`src/rtl/fpu_issue_ctrl.sv`:
```
// FPU issue/completion sequencer: accepts one op, waits its table latency, registers the unit result.
// Latency: op with table latency L accepted at edge T presents out_valid in the cycle after edge T+L.
// Backpressure: result held while out_valid && !out_ready; a new op may be accepted on the handshake edge.
module fpu_issue_ctrl #(
  parameter int XLEN   = 32,
  parameter int NUM_OP = 15,
  parameter int TAG_W  = 5,
  parameter int CNT_W  = 4,
  parameter logic [NUM_OP*CNT_W-1:0] LAT_TABLE = 60'h1111111111_22111
) (
  input  logic                   clk,
  input  logic                   rstn,
  input  logic                   flush,
  input  logic                   in_valid,
  output logic                   in_ready,
  input  logic [NUM_OP-1:0]      op_sel,
  input  logic [TAG_W-1:0]       in_tag,
  input  logic [NUM_OP*XLEN-1:0] unit_result,
  output logic                   out_valid,
  input  logic                   out_ready,
  output logic [XLEN-1:0]        out_result,
  output logic [TAG_W-1:0]       out_tag,
  output logic                   out_err,
  output logic                   busy
);

  localparam int IDX_W = (NUM_OP > 1) ? $clog2(NUM_OP) : 1;

  localparam logic [1:0] S_IDLE = 2'd0;
  localparam logic [1:0] S_EXEC = 2'd1;
  localparam logic [1:0] S_DONE = 2'd2;

  logic [1:0]       state_q, state_d;
  logic [CNT_W-1:0] cnt_q, cnt_d;
  logic [IDX_W-1:0] op_idx_q, op_idx_d;
  logic [TAG_W-1:0] tag_q, tag_d;
  logic             legal_q, legal_d;
  logic             out_valid_q, out_valid_d;
  logic [XLEN-1:0]  out_result_q, out_result_d;
  logic [TAG_W-1:0] out_tag_q, out_tag_d;
  logic             out_err_q, out_err_d;

  logic             accept;
  logic             legal_in;
  logic [IDX_W-1:0] idx_in;
  logic [CNT_W-1:0] lat_raw;
  logic [CNT_W-1:0] lat_eff;
  logic [XLEN-1:0]  sel_result;

  assign in_ready   = !flush && ((state_q == S_IDLE) || ((state_q == S_DONE) && out_ready));
  assign accept     = in_valid && in_ready;
  assign busy       = (state_q != S_IDLE);
  assign out_valid  = out_valid_q;
  assign out_result = out_result_q;
  assign out_tag    = out_tag_q;
  assign out_err    = out_err_q;

  // Decode incoming one-hot select into an index plus a legality flag
  always_comb begin
    idx_in = '0;
    for (int i = 0; i < NUM_OP; i++) begin
      if (op_sel[i]) idx_in = IDX_W'(i);
    end
    legal_in = $onehot(op_sel);
  end

  // Look up latency and result slice of the latched op; zero latency and illegal ops both run for one cycle
  always_comb begin
    lat_raw    = '0;
    sel_result = '0;
    for (int i = 0; i < NUM_OP; i++) begin
      if (op_idx_q == IDX_W'(i)) begin
        lat_raw    = LAT_TABLE[i*CNT_W +: CNT_W];
        sel_result = unit_result[i*XLEN +: XLEN];
      end
    end
    lat_eff = (!legal_q || (lat_raw == '0)) ? CNT_W'(1) : lat_raw;
  end

  // Next-state logic; flush overrides everything but leaves the last result registers intact
  always_comb begin
    state_d      = state_q;
    cnt_d        = cnt_q;
    op_idx_d     = op_idx_q;
    tag_d        = tag_q;
    legal_d      = legal_q;
    out_valid_d  = out_valid_q;
    out_result_d = out_result_q;
    out_tag_d    = out_tag_q;
    out_err_d    = out_err_q;
    if (flush) begin
      state_d     = S_IDLE;
      cnt_d       = '0;
      out_valid_d = 1'b0;
    end else begin
      case (state_q)
        S_IDLE: begin
          if (accept) begin
            op_idx_d = idx_in;
            tag_d    = in_tag;
            legal_d  = legal_in;
            cnt_d    = CNT_W'(1);
            state_d  = S_EXEC;
          end
        end
        S_EXEC: begin
          if (cnt_q < lat_eff) begin
            cnt_d = cnt_q + CNT_W'(1);
          end else begin
            out_result_d = legal_q ? sel_result : '0;
            out_tag_d    = tag_q;
            out_err_d    = !legal_q;
            out_valid_d  = 1'b1;
            state_d      = S_DONE;
          end
        end
        S_DONE: begin
          if (out_ready) begin
            out_valid_d = 1'b0;
            if (accept) begin
              op_idx_d = idx_in;
              tag_d    = in_tag;
              legal_d  = legal_in;
              cnt_d    = CNT_W'(1);
              state_d  = S_EXEC;
            end else begin
              state_d = S_IDLE;
            end
          end
        end
        default: state_d = S_IDLE;
      endcase
    end
  end

  // State and output registers with asynchronous active-low reset
  always_ff @(posedge clk or negedge rstn) begin
    if (!rstn) begin
      state_q      <= S_IDLE;
      cnt_q        <= '0;
      op_idx_q     <= '0;
      tag_q        <= '0;
      legal_q      <= 1'b0;
      out_valid_q  <= 1'b0;
      out_result_q <= '0;
      out_tag_q    <= '0;
      out_err_q    <= 1'b0;
    end else begin
      state_q      <= state_d;
      cnt_q        <= cnt_d;
      op_idx_q     <= op_idx_d;
      tag_q        <= tag_d;
      legal_q      <= legal_d;
      out_valid_q  <= out_valid_d;
      out_result_q <= out_result_d;
      out_tag_q    <= out_tag_d;
      out_err_q    <= out_err_d;
    end
  end

endmodule
```
`config.mk`:
```
export PLATFORM = sky130hd
export DESIGN_NAME = fpu_issue_ctrl
export DESIGN_NICKNAME = d
export VERILOG_FILES = /design/src/rtl/fpu_issue_ctrl.sv
export SDC_FILE = /design/constraint.sdc
export NUM_CORES = 1
export LEC_CHECK = 0
export ABC_AREA = 1
export CELL_PAD_IN_SITES_DETAIL_PLACEMENT = 0
export CELL_PAD_IN_SITES_GLOBAL_PLACEMENT = 1
export CORE_AREA = 2 2 212 214
export CTS_CLUSTER_SIZE = 14
export DETAILED_ROUTE_END_ITERATION = 16
export DIE_AREA = 0 0 214 216
export PLACE_DENSITY_LB_ADDON = 0.2
export SYNTH_ARGS = -nofsm -noshare
export SYNTH_HDL_FRONTEND = slang
export SYNTH_SLANG_ARGS = --single-unit
```
`constraint.sdc`:
```
create_clock -name clk -period 2.29 [get_ports clk]
set_input_delay 0.458 -clock clk [delete_from_list [all_inputs] [get_ports clk]]
set_output_delay 0.458 -clock clk [all_outputs]
set_load 0.02 [all_outputs]
```
==> impl_metrics.prom, run 1 <==
# TYPE chip_impl_metric gauge
chip_impl_info{name="cts.root.buffer_cell",value="sky130_fd_sc_hd__clkbuf_16"} 1
chip_impl_metric{name="worst_ir_drop_vdd",unit="V"} 0.000435
chip_impl_metric{name="initial_core_util",unit="%"} 16.5
chip_impl_metric{name="crit_fanout",unit=""} 2
chip_impl_metric{name="detail_route.wirelength",unit="mm"} 52.9
chip_impl_metric{name="postSynthNetCount",unit=""} 1879
chip_impl_metric{name="hpwlAfterDp",unit="mm"} 42.3
chip_impl_info{name="worst_hold_path_type",value="in -> async"} 1
chip_impl_metric{name="fillCellCount",unit=""} 4815
chip_impl_metric{name="totalPowerFinal",unit="mW"} 11.3
chip_impl_metric{name="power_frac_clock",unit="%"} 8.3
chip_impl_metric{name="multi_input_area",unit="sq mm"} 0.00593
chip_impl_metric{name="cellInternalPower",unit="mW"} 5.66
chip_impl_metric{name="grt_start_max_net_pins",unit=""} 56
chip_impl_metric{name="worst-r2r-setup-slack",unit="ns"} -0.12
chip_impl_metric{name="core_region_area",unit="sq mm"} 0.0438
chip_impl_info{name="cts_tree",value="done"} 1
chip_impl_metric{name="leakagePower",unit="nW"} 7.33
chip_impl_metric{name="initialDrtViolationCount",unit=""} 498
chip_impl_metric{name="swShare",unit="%"} 49.8
chip_impl_metric{name="cap_violations",unit=""} 0
chip_impl_metric{name="antenna_found_initial",unit=""} 10
chip_impl_metric{name="die_width",unit="um"} 214
chip_impl_metric{name="synthesis.area",unit="sq mm"} 0.00721
chip_impl_metric{name="ys_warn_count",unit=""} 0
chip_impl_metric{name="drtAntennaViolNets",unit=""} 0
chip_impl_info{name="cp-start-kind",value="input port"} 1
chip_impl_info{name="worst-setup-path-type",value="in -> reg"} 1
chip_impl_info{name="end_of_the_worst_register_to_register_path",value="out_result[27]$_DFFE_PN0P_"} 1
chip_impl_info{name="failing_checks",value="negative setup slack"} 1
chip_impl_metric{name="power.net_switching",unit="mW"} 5.61
chip_impl_info{name="grt_setup_unrepaired",value="true"} 1
chip_impl_metric{name="fin_worst_skew",unit="ns"} 0.00842
chip_impl_metric{name="final-seq-area",unit="sq mm"} 0.00138
chip_impl_metric{name="worst_ep_required_time",unit="ns"} 2.50
chip_impl_metric{name="slew_violations",unit=""} 0
chip_impl_metric{name="synth_cell_types",unit=""} 38
chip_impl_metric{name="layout_worst_path_cycle_share",unit="%"} 159
chip_impl_metric{name="clock_slew_seen_by_the_registers_of_the_worst_setup_and_hold_paths",unit="ns"} 0.08
chip_impl_metric{name="io_pins",unit=""} 546
chip_impl_info{name="worst_setup_ep_type",value="register"} 1
chip_impl_metric{name="grt_use_total",unit="%"} 21.9
chip_impl_metric{name="die_height",unit="um"} 216
chip_impl_metric{name="route.vias.total",unit=""} 11101
chip_impl_metric{name="number_of_global_route_vias_before_repair",unit=""} 11425
chip_impl_metric{name="clk_latency",unit="ns"} 0.31
chip_impl_metric{name="synth_sequential_area_ratio",unit="%"} 19.1
chip_impl_metric{name="port-buffer-count",unit=""} 545
chip_impl_metric{name="placement.cell_area",unit="sq mm"} 0.0142
chip_impl_metric{name="routedWlPerCell",unit="um"} 20.3
chip_impl_metric{name="ctsLongestPathBuffers",unit=""} 2
chip_impl_metric{name="total_grt_overflow",unit=""} 0
chip_impl_metric{name="final.min_clock_period",unit="ns"} 3.64
chip_impl_metric{name="finalSetupTns",unit="ns"} -1.64
chip_impl_metric{name="preCtsSetupSlack",unit="ns"} -2.15
chip_impl_metric{name="final_setup_violations",unit=""} 16
chip_impl_metric{name="post_synth_inst_count",unit=""} 1356
chip_impl_metric{name="achievable-frequency",unit="MHz"} 274
chip_impl_metric{name="syn2layout_area_growth",unit="%"} 123
chip_impl_metric{name="timing_hold_violations_final",unit=""} 0
chip_impl_info{name="timing.rr.start",value="op_idx_q[3]$_DFFE_PN0P_"} 1
chip_impl_metric{name="combPwrFrac",unit="%"} 78.0
chip_impl_metric{name="powerDensity",unit="mW/mm^2"} 701
chip_impl_metric{name="ctsHtreeMaxLevel",unit=""} 2
chip_impl_metric{name="final-instance-count-excl-fill",unit=""} 2611
chip_impl_metric{name="drt_first_pass_iters",unit=""} 4
chip_impl_metric{name="tightest_slew",unit="ns"} 0.397
chip_impl_metric{name="finalInstanceArea",unit="sq mm"} 0.0161
chip_impl_metric{name="placementRows",unit=""} 77
chip_impl_metric{name="numClockSinks",unit=""} 55
chip_impl_metric{name="cts_inserted_buffers",unit=""} 5
chip_impl_metric{name="grt_pass1_wl",unit="mm"} 74.7
chip_impl_metric{name="drive_gt1_share",unit="%"} 22.8
chip_impl_metric{name="yosys_reg_bits",unit=""} 55
chip_impl_metric{name="worst_slew_margin_relative_to_its_limit",unit="%"} 73.3
chip_impl_info{name="run_status",value="finished, violations left"} 1
chip_impl_metric{name="critical_path_arrival",unit="ns"} 3.85
chip_impl_info{name="commonest_cells_after_routing_fill_and_taps_aside",value="sky130_fd_sc_hd__clkdlybuf4s50_1 (536), sky130_fd_sc_hd__nand2_1 (521), sky130_fd_sc_hd__inv_1 (134), sky130_fd_sc_hd__buf_4 (107), sky130_fd_sc_hd__nor2_1 (73)"} 1
chip_impl_metric{name="worst-r2r-cell-count",unit=""} 14
chip_impl_metric{name="p_seq_share",unit="%"} 13.7
chip_impl_metric{name="gp_routability_congestion",unit=""} 0.885
chip_impl_metric{name="layout_setup_ws",unit="ns"} -1.35
chip_impl_metric{name="finalNetCount",unit=""} 2536
chip_impl_metric{name="post_synth.cell_area_avg",unit="sq um"} 5.32
chip_impl_metric{name="floorplan.die_area",unit="sq mm"} 0.0462
chip_impl_metric{name="detail_route.vias_per_cell",unit=""} 4.25
chip_impl_info{name="mostFrequentLayoutCell",value="sky130_fd_sc_hd__clkdlybuf4s50_1"} 1
chip_impl_metric{name="post-place-cells",unit=""} 2544
chip_impl_metric{name="drc",unit=""} 0
==> stage by stage <==
step | utilization, % | hold WS, ns
6_report | 36.6 | 0.132
5_1_grt | 36.6 | 0.163
4_1_cts | 34.8 | 0.144
3_5_place_dp | 32.4 | 0.465
3_3_place_gp | 32.4 | 0.462
2_1_floorplan | - | 0.162
==> layout make-up <==
| class | count | share of cell area, % |
|---|---|---|
| inverter | 152 | 3.82 |
| tap | 592 | 4.61 |
| antenna | 6 | 0.0935 |
| timing repair inverter | 1 | 0.0312 |
| clock buffer | 5 | 0.779 |
| clock inverter | 2 | 0.234 |
| sequential | 55 | 8.60 |
| timing repair buffer | 709 | 44.9 |
| multi-input combinational | 1089 | 36.9 |
==> power by group through the flow <==
stage	clock network, mW	logic [mW]	registers (mW)
after floorplan	0	3.39	1.74
after global placement	0	7.46	1.53
after detailed placement	0	7.47	1.53
after CTS	0.975	8.16	1.53
after global routing	0.998	9.73	1.59
final	0.934	8.78	1.55
==> state kept, by name (all words and copies together), names as in the netlist <==
signal,cells
out_result,32
out_tag,5
tag_q,5
cnt_q,4
op_idx_q,4
state_q,2
legal_q,1
out_err,1
out_valid,1
==> worst max-delay path by stage <==
stage,start,to,slack (ns),depth (start not counted)
after floorplan,op_sel[9],legal_q$_DFFE_PN0P_,-1.41,11
after global placement,op_sel[9],legal_q$_DFFE_PN0P_,-2.06,12
after detailed placement,op_sel[9],legal_q$_DFFE_PN0P_,-2.15,12
after CTS,op_sel[0],legal_q$_DFFE_PN0P_,-1.58,12
after global routing,op_sel[9],legal_q$_DFFE_PN0P_,-1.47,12
final,op_sel[9],legal_q$_DFFE_PN0P_,-1.35,12
==> Yosys cell counts <==
master / instances / area share [%]
sky130_fd_sc_hd__o21ai_0: 15 / 1.0
sky130_fd_sc_hd__o211ai_1: 10 / 1.0
sky130_fd_sc_hd__nor4_1: 1 / 0.087
sky130_fd_sc_hd__fa_1: 10 / 2.8
sky130_fd_sc_hd__nand2_2: 1 / 0.087
sky130_fd_sc_hd__a22oi_1: 1 / 0.10
sky130_fd_sc_hd__nand3_1: 102 / 7.1
sky130_fd_sc_hd__nand3b_1: 4 / 0.42
sky130_fd_sc_hd__nor2_2: 8 / 0.69
sky130_fd_sc_hd__nor2_1: 136 / 7.1
sky130_fd_sc_hd__o21a_1: 2 / 0.21
sky130_fd_sc_hd__or2_0: 24 / 2.1
sky130_fd_sc_hd__o21ai_1: 5 / 0.35
sky130_fd_sc_hd__inv_2: 12 / 0.62
sky130_fd_sc_hd__a311oi_1: 2 / 0.24
sky130_fd_sc_hd__xnor2_1: 1 / 0.12
sky130_fd_sc_hd__buf_2: 17 / 1.2
sky130_fd_sc_hd__o41ai_1: 1 / 0.12
sky130_fd_sc_hd__a21boi_1: 1 / 0.10
sky130_fd_sc_hd__dfrtp_1: 55 / 19
sky130_fd_sc_hd__buf_1: 4 / 0.21
sky130_fd_sc_hd__nor2_4: 1 / 0.16
sky130_fd_sc_hd__nor3_1: 5 / 0.35
sky130_fd_sc_hd__clkinv_1: 1 / 0.052
sky130_fd_sc_hd__nand4_1: 35 / 3.0
sky130_fd_sc_hd__ha_1: 8 / 1.4
sky130_fd_sc_hd__clkbuf_1: 39 / 2.0
sky130_fd_sc_hd__or2_1: 1 / 0.087
sky130_fd_sc_hd__a2bb2oi_1: 1 / 0.12
sky130_fd_sc_hd__a21oi_1: 42 / 2.9
sky130_fd_sc_hd__or2_2: 67 / 5.8
sky130_fd_sc_hd__nor3_2: 2 / 0.28
sky130_fd_sc_hd__a31oi_1: 2 / 0.17
sky130_fd_sc_hd__o22ai_1: 6 / 0.52
sky130_fd_sc_hd__inv_1: 139 / 7.2
sky130_fd_sc_hd__a221oi_1: 2 / 0.24
sky130_fd_sc_hd__nand2_1: 592 / 31
sky130_fd_sc_hd__o21bai_1: 1 / 0.10
==> worst max-delay path, cell delays in order <==
cell and delay [ns]:
sky130_fd_sc_hd__buf_8 0.10, sky130_fd_sc_hd__fa_1 0.50, sky130_fd_sc_hd__fa_1 0.53, sky130_fd_sc_hd__fa_1 0.50
sky130_fd_sc_hd__inv_1 0.05, sky130_fd_sc_hd__fa_1 0.50, sky130_fd_sc_hd__inv_2 0.05, sky130_fd_sc_hd__fa_2 0.37
sky130_fd_sc_hd__fa_2 0.34, sky130_fd_sc_hd__xnor2_1 0.13, sky130_fd_sc_hd__nand3_1 0.09, sky130_fd_sc_hd__o41ai_2 0.22
==> metal layers <==
| metal | up-vias | wire length (um) | global-route usage (%) |
|---|---|---|---|
| li1 | 5508 | - | - |
| met1 | 5170 | 21600 | 25.8 |
| met2 | 371 | 27100 | 39.9 |
| met3 | 44 | 3370 | 5.16 |
| met4 | 8 | 845 | 5.03 |
| met5 | - | 48 | 0 |
==> logic make-up (layout without fill, tap and decap cells) <==
kind of cell,Yosys count,in the layout,share of synthesized area [%]
other cells,0,6,0
fa+ha+maj,18,18,4.16
flops,55,55,19.1
xor+xnor,1,1,0.121
simple gates,979,979,58.0
buf+inv,212,869,11.3
compound gates,91,91,7.28
==> repair_timing <==
item / CTS / global route
gates resized for setup: 161 / 178
hold buffers: 0 / 0
setup endpoints to repair: 44 / 43
setup buffers: 32 / 14
pin swaps: 72 / 143
cloned: 7 / 5
No activity file was read; power rests on OpenSTA's default activity.
==> inputs of run 2 (changes only) <==
--- a/config.mk
+++ b/config.mk
@@ -13,6 +13,7 @@
 export DETAILED_ROUTE_END_ITERATION = 16
 export DIE_AREA = 0 0 214 216
 export PLACE_DENSITY_LB_ADDON = 0.2
+export SLEW_MARGIN = 20
 export SYNTH_ARGS = -nofsm -noshare
 export SYNTH_HDL_FRONTEND = slang
 export SYNTH_SLANG_ARGS = --single-unit
==> results of run 2 <==
The final DEF is identical to that of run 1; final timing and power are the same.
